`src/rtl/scarf_gpio_sampler.sv`:
```
`default_nettype none
// ============================================================================
//  Module   : scarf_gpio_sampler
//  Desc     : SCARF slave capturing the GPIO bus into a buffer after a trigger.
//             Optional trigger timestamp enabled by SAMPLER_TIMESTAMP_EN.
//  Revision : 1.0 - initial release
// ============================================================================
module scarf_gpio_sampler #(
   parameter logic [6:0] SLAVE_ID = 7'h05,
   parameter int         DEPTH    = 64,
   parameter int         AW       = $clog2(DEPTH)
) (
   input  logic       clk,
   input  logic       reset,
   input  logic [7:0] data_in,
   input  logic       data_in_valid,
   input  logic       data_in_finished,
   input  logic [6:0] slave_id,
   input  logic       rnw,
   output logic [7:0] read_data_out,
   input  logic       trigger_in,
   input  logic [7:0] gpio_in,
   output logic       capture_done
);

   localparam logic [1:0] c_st_idle    = 2'd0;
   localparam logic [1:0] c_st_armed   = 2'd1;
   localparam logic [1:0] c_st_capture = 2'd2;
   localparam logic [1:0] c_st_done    = 2'd3;

   localparam logic [2:0] c_reg_ctrl   = 3'd0;
   localparam logic [2:0] c_reg_status = 3'd1;
   localparam logic [2:0] c_reg_div    = 3'd2;
   localparam logic [2:0] c_reg_count  = 3'd3;
   localparam logic [2:0] c_reg_rd_ptr = 3'd4;
   localparam logic [2:0] c_reg_data   = 3'd5;
   localparam logic [2:0] c_reg_ts_lo  = 3'd6;
   localparam logic [2:0] c_reg_ts_hi  = 3'd7;

   localparam logic [AW:0] c_last_wr = (AW+1)'(DEPTH - 1);

   logic [1:0]    r_state;
   logic [1:0]    w_state_nxt;

   logic [7:0]    r_gpio_meta;
   logic [7:0]    r_gpio_sync;
   logic          r_trig_meta;
   logic          r_trig_sync;
   logic          r_trig_dly;
   logic          w_trig_edge;

   logic          r_byte_seen;
   logic [2:0]    r_addr;
   logic [7:0]    r_div;
   logic [7:0]    r_div_cnt;
   logic [AW:0]   r_wr_cnt;
   logic [AW-1:0] r_rd_ptr;
   logic          r_ovf;
   logic [7:0]    r_buf [DEPTH];

   logic          w_sel;
   logic          w_byte;
   logic          w_wr_en;
   logic          w_ctrl_wr;
   logic          w_arm;
   logic          w_clr;
   logic          w_rearm;
   logic          w_capture_start;
   logic          w_sample_tick;
   logic          w_last_sample;
   logic          w_rdptr_wr;
   logic          w_data_adv;
   logic          w_buf_we;
   logic [AW-1:0] w_buf_idx;
   logic [7:0]    w_count;
   logic [15:0]   w_ts;

   logic          w_armed;
   logic          w_capturing;
   logic          w_done;

   // Both pin groups share the same two-stage delay so buf[0] lines up with
   // the GPIO value present when the trigger pin was first seen high.
   always_ff @(posedge clk or posedge reset) begin
      if (reset) begin
         r_gpio_meta <= 8'h00;
         r_gpio_sync <= 8'h00;
         r_trig_meta <= 1'b0;
         r_trig_sync <= 1'b0;
         r_trig_dly  <= 1'b0;
      end else begin
         r_gpio_meta <= gpio_in;
         r_gpio_sync <= r_gpio_meta;
         r_trig_meta <= trigger_in;
         r_trig_sync <= r_trig_meta;
         r_trig_dly  <= r_trig_sync;
      end
   end

   assign w_trig_edge = r_trig_sync & ~r_trig_dly;

   assign w_sel      = (slave_id == SLAVE_ID);
   assign w_byte     = data_in_valid & w_sel;
   assign w_wr_en    = w_byte & r_byte_seen & ~rnw;
   assign w_ctrl_wr  = w_wr_en & (r_addr == c_reg_ctrl);
   assign w_arm      = w_ctrl_wr & data_in[0];
   assign w_clr      = w_ctrl_wr & data_in[1];
   assign w_rearm    = w_arm & (r_state != c_st_capture);
   assign w_rdptr_wr = w_wr_en & (r_addr == c_reg_rd_ptr);
   assign w_data_adv = w_byte & r_byte_seen & rnw & (r_addr == c_reg_data);

   always_ff @(posedge clk or posedge reset) begin
      if (reset) begin
         r_byte_seen <= 1'b0;
         r_addr      <= 3'd0;
      end else if (data_in_finished) begin
         r_byte_seen <= 1'b0;
      end else if (w_byte) begin
         if (!r_byte_seen) begin
            r_addr      <= data_in[2:0];
            r_byte_seen <= 1'b1;
         end else if (!(rnw && (r_addr == c_reg_data))) begin
            r_addr <= r_addr + 3'd1;
         end
      end
   end

   always_ff @(posedge clk or posedge reset) begin
      if (reset) begin
         r_div <= 8'h00;
      end else if (w_wr_en && (r_addr == c_reg_div)) begin
         r_div <= data_in;
      end
   end

   // A re-arm while already armed restarts cleanly rather than racing a trigger.
   assign w_capture_start = (r_state == c_st_armed) & w_trig_edge & ~w_arm & ~w_clr;
   assign w_sample_tick   = (r_state == c_st_capture) & (r_div_cnt == 8'h00) & ~w_clr;
   assign w_last_sample   = w_sample_tick & (r_wr_cnt == c_last_wr);

   always_ff @(posedge clk or posedge reset) begin
      if (reset) begin
         r_state <= c_st_idle;
      end else begin
         r_state <= w_state_nxt;
      end
   end

   always_comb begin
      w_state_nxt = r_state;
      case (r_state)
         c_st_idle:    if (w_arm)           w_state_nxt = c_st_armed;
         c_st_armed:   if (w_capture_start) w_state_nxt = c_st_capture;
         c_st_capture: if (w_last_sample)   w_state_nxt = c_st_done;
         c_st_done:    if (w_arm)           w_state_nxt = c_st_armed;
         default:                           w_state_nxt = c_st_idle;
      endcase
      if (w_clr) begin
         w_state_nxt = c_st_idle;
      end
   end

   always_comb begin
      w_armed      = 1'b0;
      w_capturing  = 1'b0;
      w_done       = 1'b0;
      case (r_state)
         c_st_armed:   w_armed     = 1'b1;
         c_st_capture: w_capturing = 1'b1;
         c_st_done:    w_done      = 1'b1;
         default:      ;
      endcase
   end

   assign capture_done = w_done;

   always_ff @(posedge clk or posedge reset) begin
      if (reset) begin
         r_wr_cnt  <= '0;
         r_rd_ptr  <= '0;
         r_ovf     <= 1'b0;
         r_div_cnt <= 8'h00;
      end else if (w_clr) begin
         r_wr_cnt  <= '0;
         r_rd_ptr  <= '0;
         r_ovf     <= 1'b0;
         r_div_cnt <= 8'h00;
      end else if (w_rearm) begin
         r_wr_cnt  <= '0;
         r_rd_ptr  <= '0;
         r_ovf     <= 1'b0;
      end else begin
         if (w_capture_start) begin
            r_wr_cnt  <= (AW+1)'(1);
            r_div_cnt <= r_div;
         end else if (w_sample_tick) begin
            r_wr_cnt  <= r_wr_cnt + (AW+1)'(1);
            r_div_cnt <= r_div;
         end else if (r_state == c_st_capture) begin
            r_div_cnt <= r_div_cnt - 8'd1;
         end
         if ((r_state == c_st_capture) && w_trig_edge) begin
            r_ovf <= 1'b1;
         end
         if (w_rdptr_wr) begin
            r_rd_ptr <= data_in[AW-1:0];
         end else if (w_data_adv) begin
            r_rd_ptr <= r_rd_ptr + AW'(1);
         end
      end
   end

   assign w_buf_we  = w_capture_start | w_sample_tick;
   assign w_buf_idx = w_capture_start ? '0 : r_wr_cnt[AW-1:0];

   always_ff @(posedge clk) begin
      if (w_buf_we) begin
         r_buf[w_buf_idx] <= r_gpio_sync;
      end
   end

`ifdef SAMPLER_TIMESTAMP_EN
   logic [15:0] r_ts_cnt;
   logic [15:0] r_ts_latch;

   always_ff @(posedge clk or posedge reset) begin
      if (reset) begin
         r_ts_cnt   <= 16'h0000;
         r_ts_latch <= 16'h0000;
      end else begin
         r_ts_cnt <= r_ts_cnt + 16'd1;
         if (w_arm) begin
            r_ts_latch <= 16'h0000;
         end else if (w_capture_start) begin
            r_ts_latch <= r_ts_cnt;
         end
      end
   end

   assign w_ts = r_ts_latch;
`else
   assign w_ts = 16'h0000;
`endif

   // Full flag sits just above the pointer so COUNT reads DEPTH when complete.
   assign w_count = 8'(r_wr_cnt);

   always_comb begin
      read_data_out = 8'h00;
      if (w_sel && rnw && r_byte_seen) begin
         case (r_addr)
            c_reg_status: read_data_out = {4'b0000, r_ovf, w_done, w_capturing, w_armed};
            c_reg_div:    read_data_out = r_div;
            c_reg_count:  read_data_out = w_count;
            c_reg_rd_ptr: read_data_out = 8'(r_rd_ptr);
            c_reg_data:   read_data_out = r_buf[r_rd_ptr];
            c_reg_ts_lo:  read_data_out = w_ts[7:0];
            c_reg_ts_hi:  read_data_out = w_ts[15:8];
            default:      read_data_out = 8'h00;
         endcase
      end
   end

endmodule
`default_nettype wire

```
`config.mk`:
```
export PLATFORM = sky130hd
export DESIGN_NAME = scarf_gpio_sampler
export DESIGN_NICKNAME = d
export VERILOG_FILES = /design/src/rtl/scarf_gpio_sampler.sv
export SDC_FILE = /design/constraint.sdc
export NUM_CORES = 1
export LEC_CHECK = 0
export ABC_AREA = 1
export CAP_MARGIN = 40
export CORE_ASPECT_RATIO = 2
export CORE_UTILIZATION = 23
export CTS_BUF_LIST = sky130_fd_sc_hd__clkbuf_8
export DETAILED_ROUTE_END_ITERATION = 10
export GPL_ROUTABILITY_DRIVEN = 1
export PLACE_DENSITY = 0.41
export SETUP_SLACK_MARGIN = 0.05
export SLEW_MARGIN = 20
export SYNTH_ARGS = -nofsm -noshare
export SYNTH_HDL_FRONTEND = slang
export SYNTH_SLANG_ARGS = --single-unit
```
`constraint.sdc`:
```
create_clock -name clk -period 3.03 [get_ports clk]
set_input_delay 0.909 -clock clk [delete_from_list [all_inputs] [get_ports clk]]
set_output_delay 0.909 -clock clk [all_outputs]
set_load 0.03 [all_outputs]
```
==> out/results.ini, run 1 <==
[run_status]
status=finished with violations
violations=negative setup slack

[worst_setup_path]
cpMaxStageDelayCell=dfrtp_4
crit_family=simple AND/OR/NAND/NOR gates
end_kind=output port
path_class=reg -> out
worstPathArrival_ps=3050
crit_top_cell=nand2_1
critical_path.max_stage_delay_ps=580
critPathBufInv=4
cp_data_required_time_ps=2120
cp_cell_sequence=buf_12, buf_16, buf_12, nand2_1, nand3_1, nand2_2, nand2_1, nand2_1, nor2_1, nand2_1, nand3_2, nand2_4, nand2_1, a21oi_2, buf_6
cp_max_fo=13
start_kind=flip-flop

[final_layout]
layout_common_cells=nand2_1 (674), edfxtp_1 (512), inv_1 (275), nor2_1 (230), buf_4 (196)
utilization_pct=30.0
nets=2773
fillers=11300
drive_gt1_share_pct=23.1
layout_commonest_cell=nand2_1
area_delta_synth_final_pct=29.2
layout.cells.non_filler=4173

[synth]
synthesis.nets=2480
ys_warn_count=0
yosys.area.top_type=edfxtp_1
synth_area_mm2=0.0249
synthCells=2440
seq_area_frac_synth_pct=67.3
netlist_top_cells_area=edfxtp_1 (62%), nand2_1 (11%), dfrtp_1 (5.5%), nand3_1 (5.1%), inv_1 (3.9%)
yosysTopAreaCellShare_pct=61.8
ys_ff_latch=567
avgSynthCellArea_um2=10.2
synthDistinctLibCells=40

[power]
pwr_density_cell_mw_per_mm2=517
combPwrFrac_pct=10.2
p_leak_nw=12.9
power_frac_seq_pct=53.3
peakVddDrop_v=0.000387
intPower_mw=12.2
swShare_pct=26.4
p_sw_mw=4.39
power.share.clock_pct=36.5

[route]
vias=18200
via_per_inst=4.36
dr.pass1.iters=5
ant_nets=0
routedWlPerCell_um=21.2
drc=0
drt_iter0_markers=1074
wirelength_mm=88.6

[sta]
worst_pin_slew_ps=729
fin_crit_ps=3960
period_share_pct=131
finalSetupViolCount=8
relSlewSlack_pct=51.4
final-hold-violation-count=0
grt_setup_unrepaired=true
finalClockSkew_ps=32.7
setup_slack_ps=-927
fmax_ghz=0.253
holdWs_ps=349
slew_viol_final=0

[cts]
cts_tree=yes
clkTransAtPathRegs_ps=70
cts_made_buffers=78
numClockSinks=567
cts_max_level=3
cts_buffer_depth=3
root_buffer=clkbuf_8
clkLatencyLatePin_ps=740

[global_routing]
grt_max_degree=47
grt_pass1_wl_mm=126
grt_pass1_vias=19400
antenna_found_initial=1
gr-usage-all-layers_pct=15.8
grt-ovfl-total=0

[worst_hold_path]
hold_class=reg -> reg

[die]
die-area_mm2=0.110
core_mm2=0.107
die_width_um=235
num_io_pins=38
num_rows=170
start_util_pct=23.2
die_y_um=467

[placement]
place.gp.congestion=0.908
place_hpwl_mm=60.7
placed_cells=3997
place_ws_ps=-643
portBuffers=37

[job]
maxCapViolCount=0

-- cell families after synthesis --
kind of cell | synth area share [%]
flip-flops | 67.3
buffers and inverters | 5.95
AND/OR/NAND/NOR | 21.9
XOR/XNOR | 0.457
AO/OA/AOI/OAI | 3.67
adder cells (fa/ha/maj) | 0.553
multiplexers | 0.181
-- final timing paths --
path / from / to / slack (ps) / cells after the start
max: r_rd_ptr[0] / read_data_out[6] / -930 / 15
min: r_gpio_meta[7] / r_gpio_sync[7] / 350 / 0
max reg2reg: r_addr[0] / r_buf[50][5] / 330 / 14
min reg2reg: r_gpio_meta[7] / r_gpio_sync[7] / 350 / 0
max in group asynchronous: reset / r_rd_ptr[0] / 1950 / 3
min in group asynchronous: reset / r_gpio_meta[4] / 480 / 2
-- cell type report --
type | count | area [um2] | area share, %
clock inverter | 63 | 445 | 1.38
antenna | 1 | 2.50 | 0.00778
multi-input combinational | 1497 | 7450 | 23.2
clock buffer | 80 | 1100 | 3.42
inverter | 266 | 1010 | 3.15
timing repair buffer | 323 | 3660 | 11.4
tap | 1376 | 1720 | 5.35
sequential | 567 | 16800 | 52.1
-- Yosys cell counts --
cell	n
nand2_1	730
edfxtp_1	512
inv_1	257
nor2_1	257
nand3_1	252
o21ai_0	96
dfrtp_1	55
a21oi_1	51
clkbuf_1	46
buf_2	41
buf_1	20
xor2_1	12
ha_1	11
nand3_2	11
nand4_1	11
o211ai_1	10
or2_2	9
nand2_2	7
inv_2	6
o22ai_1	6
nor2_4	5
mux2_2	4
nor2_2	4
nor3_1	4
a221oi_1	3
clkinv_1	3
nand2_4	3
buf_6	2
buf_4	1
nand3b_1	1
nand4_2	1
nand4_4	1
nor3_2	1
nor3_4	1
o21ai_1	1
o21ba_2	1
o21bai_1	1
o221ai_1	1
o41ai_1	1
xnor2_1	1
-- flip-flops by register name, indices dropped and copies added (netlist names) --
signal,flops
r_buf,512
r_div,8
r_div_cnt,8
r_gpio_meta,8
r_gpio_sync,8
r_wr_cnt,7
r_rd_ptr,6
r_addr,3
r_state,2
r_byte_seen,1
r_ovf,1
r_trig_dly,1
r_trig_meta,1
r_trig_sync,1
-- metal layers --
layer	routed length, um	vias up	global-route usage [%]
met5	0	-	0
met4	5340	0	9.31
met3	2230	192	1.80
met2	51400	414	32.9
met1	29600	8952	14.4
li1	-	8653	-
-- power groups by stage --
stage                     Combinational [mW]  Clock (mW)  Sequential [mW]
after floorplan                        0.802           0             9.00
final                                   1.70        6.07             8.86
after CTS                               1.70        6.26             8.86
after global routing                    1.84        6.50             8.87
after global placement                  1.68           0             9.02
after detailed placement                1.69           0             9.02
-- through the flow --
stage | power, mW | setup TNS (ps) | cell area [um2]
after floorplan | 9.80 | 0 | 24900
after global placement | 10.7 | -250350 | 28900
after detailed placement | 10.7 | -213990 | 28900
after CTS | 16.8 | -7960 | 31300
after global routing | 17.2 | -8240 | 32200
final | 16.6 | -7210 | 32200
-- what timing repair did --
item | CTS | global route
setup buffers | 7 | 7
hold buffers | 0 | 0
gates cloned | 8 | 10
endpoints found under the setup margin | 9 | 56
pin swaps | 15 | 85
resized for setup | 107 | 187
(Power assumes the default switching activity.)
==> inputs of run 2 (changes only) <==
--- a/config.mk
+++ b/config.mk
@@ -14,7 +14,6 @@
 export GPL_ROUTABILITY_DRIVEN = 1
 export PLACE_DENSITY = 0.41
 export SETUP_SLACK_MARGIN = 0.05
-export SLEW_MARGIN = 20
 export SYNTH_ARGS = -nofsm -noshare
 export SYNTH_HDL_FRONTEND = slang
 export SYNTH_SLANG_ARGS = --single-unit
==> run 2 against run 1 <==
  * The run still ends with negative setup slack left
  * Clock skew up 1.2 ps
  * Combinational power about the same
  * Sequential share of layout area up 1.0 points
  * Highest routed layer unchanged
  * Fmax up 0.60%
==> out/results.ini, run 2 (synthesized netlist as in run 1, its figures left out) <==
[run_status]
status=finished with violations  ; unchanged
violations=negative setup slack  ; unchanged

[route]
wirelength_mm=86.6  ; was 88.6 mm
dr.pass1.iters=6  ; was 5
drc=0  ; unchanged
via_per_inst=4.35  ; was 4.36
ant_nets=0  ; unchanged
drt_iter0_markers=952  ; was 1,074
vias=18100  ; was 18,200
routedWlPerCell_um=20.8  ; was 21.2 um

[die]
num_rows=170  ; unchanged
start_util_pct=23.2  ; unchanged
num_io_pins=38  ; unchanged
core_mm2=0.107  ; unchanged
die-area_mm2=0.110  ; unchanged
die_y_um=467  ; unchanged
die_width_um=235  ; unchanged

[placement]
place.gp.congestion=0.908  ; unchanged
portBuffers=37  ; unchanged
place_hpwl_mm=60.8  ; was 60.7 mm

[cts]
clkTransAtPathRegs_ps=70  ; about the same
cts_max_level=3  ; unchanged
root_buffer=clkbuf_8  ; unchanged
postCtsHoldBufs=0  ; unchanged
cts_buffer_depth=3  ; unchanged
cts_made_buffers=77  ; was 78
clkLatencyLatePin_ps=720  ; was 740 ps
cts_tree=yes  ; unchanged
numClockSinks=567  ; unchanged

[global_routing]
gr-usage-all-layers_pct=15.9  ; was 15.8%
grt_max_degree=47  ; unchanged
antenna_found_initial=1  ; unchanged
grt-ovfl-total=0  ; unchanged
grt_pass1_wl_mm=126  ; about the same
grt_pass1_vias=19400  ; about the same

[sta]
fmax_ghz=0.254  ; was 0.253 GHz
setup_tns_ps=-7040  ; was -7210 ps
finalClockSkew_ps=33.8  ; was 32.7 ps
fin_crit_ps=3930  ; was 3960 ps
period_share_pct=130  ; was 131%
worst_pin_slew_ps=703  ; was 729 ps
grt_setup_unrepaired=true  ; unchanged
slew_viol_final=0  ; unchanged
finalSetupViolCount=8  ; unchanged
relSlewSlack_pct=53.1  ; was 51.4%
setup_slack_ps=-903  ; was -927 ps
final-hold-violation-count=0  ; unchanged

[job]
maxCapViolCount=0  ; unchanged

[final_layout]
layout_commonest_cell=nand2_1  ; unchanged
utilization_pct=29.4  ; was 30.0%
largest_register=r_buf  ; unchanged
drive_gt1_share_pct=20.9  ; was 23.1%
nets=2757  ; was 2,773
area_delta_synth_final_pct=26.7  ; was 29.2%
layout_common_cells=nand2_1 (688), edfxtp_1 (512), inv_1 (274), nor2_1 (241), buf_4 (204)  ; was nand2_1 (674), edfxtp_1 (512), inv_1 (275), nor2_1 (230), buf_4 (196)
largest_reg_flops=512  ; unchanged
fillers=11300  ; about the same

[worst_setup_path]
start_kind=flip-flop  ; unchanged
worstPathArrival_ps=3020  ; was 3050 ps
cp_max_fo=13  ; unchanged
critical_path.max_stage_delay_ps=490  ; was 580 ps
end_kind=output port  ; unchanged
cpMaxStageDelayCell=dfrtp_4  ; unchanged
cp_cell_sequence=buf_12, inv_16, buf_16, buf_12, nand2_1, nand2_1, nand2_1, nand3_1, nand3_2, nand2_2, nand3_1, nand2_2, nand2_2, a21oi_2, buf_6  ; was buf_12, buf_16, buf_12, nand2_1, nand3_1, nand2_2, nand2_1, nand2_1, nor2_1, nand2_1, nand3_2, nand2_4, nand2_1, a21oi_2, buf_6
path_class=reg -> out  ; unchanged
critPathBufInv=5  ; was 4
cp_data_required_time_ps=2120  ; about the same
crit_family=simple AND/OR/NAND/NOR gates  ; unchanged

[power]
finalPower_mw=16.4  ; was 16.6 mW
peakVddDrop_v=0.000403  ; was 0.000387 V
p_leak_nw=12.6  ; was 12.9 nW
pwr_density_cell_mw_per_mm2=519  ; was 517 mW/mm2

[worst_hold_path]
hold_class=reg -> reg  ; unchanged

## run 2: cell count changes in the layout (fill, tap and decap cells not counted), moves of 8 or more
cell / delta
nor2_1: +11
buf_4: +8
o21ai_1: -20
buf_6: -8
o21ai_0: +20
nand2_1: +14
clkbuf_16: -10
clkinv_1: +10
nand2_2: -8
## run 2: final timing paths
check | startpoint | endpoint | slack, ps | depth (start not counted)
min in group asynchronous | reset | r_gpio_meta[3] | 500 | 2
setup / recovery | r_rd_ptr[0] | read_data_out[5] | -900 | 15
hold reg to reg | r_gpio_meta[7] | r_gpio_sync[7] | 350 | 0
setup reg to reg | r_div_cnt[0] | r_buf[58][1] | 200 | 13
max in group asynchronous | reset | r_rd_ptr[1] | 1940 | 3
hold / removal | r_gpio_meta[7] | r_gpio_sync[7] | 350 | 0
## run 2: layer usage
metal / routed length, um / global-route usage, % / up-vias
li1: - / - / 8621
met1: 29000 / 14.3 / 8888
met2: 49600 / 32.5 / 392
met3: 2150 / 1.95 / 195
met4: 5850 / 10.2 / 0
met5: 0 / 0 / -
## run 2: where the power goes
| group | internal [mW] | leakage (nW) | total [mW] | switching, mW |
|---|---|---|---|---|
| Combinational | 0.599 | 6.46 | 1.69 | 1.09 |
| Clock | 2.81 | 0.824 | 5.80 | 2.99 |
| Sequential | 8.69 | 5.27 | 8.85 | 0.168 |
| Total | 12.1 | 12.6 | 16.4 | 4.25 |
## run 2: per-stage QoR
stage	std cells	hold slack (ps)	area, um2	setup slack, ps
2_1_floorplan	2440	331	24900	118
3_3_place_gp	3994	332	28900	-782
3_5_place_dp	3997	335	29000	-654
4_1_cts	4153	350	31400	-961
5_1_grt	4156	355	31500	-1050
6_report	4156	349	31500	-903
## run 2: area by class of cell
| cell class | count | area, um2 | share of cell area [%] |
|---|---|---|---|
| antenna | 1 | 2.50 | 0.00794 |
| clock buffer | 80 | 1100 | 3.49 |
| clock inverter | 61 | 367 | 1.16 |
| inverter | 266 | 1020 | 3.22 |
| multi-input combinational | 1497 | 7270 | 23.0 |
| sequential | 567 | 16800 | 53.2 |
| tap | 1376 | 1720 | 5.46 |
| timing repair buffer | 307 | 3280 | 10.4 |
| timing repair inverter | 1 | 11.3 | 0.0357 |
## run 2: worst reg2reg max path: cells and delay by family (launching register included)
family	cells	cell delay (ps)
simple gates	7	1140
buf+inv	5	810
flops	1	380
fa+ha+maj	1	190
## run 2: timing repair
item,4_1_cts,5_1_grt
setup buffers,5,3
gates cloned,10,0
resized for setup,158,41
setup endpoints to repair,25,50
pin swaps,47,15
==> inputs of run 3 (changes only) <==
--- a/config.mk
+++ b/config.mk
@@ -10,6 +10,7 @@
 export CORE_ASPECT_RATIO = 2
 export CORE_UTILIZATION = 23
 export CTS_BUF_LIST = sky130_fd_sc_hd__clkbuf_8
+export CTS_CLUSTER_SIZE = 24
 export DETAILED_ROUTE_END_ITERATION = 10
 export GPL_ROUTABILITY_DRIVEN = 1
 export PLACE_DENSITY = 0.41
==> results of run 3 <==
Same layout as run 2: the final DEF is identical, and so are final timing and power.
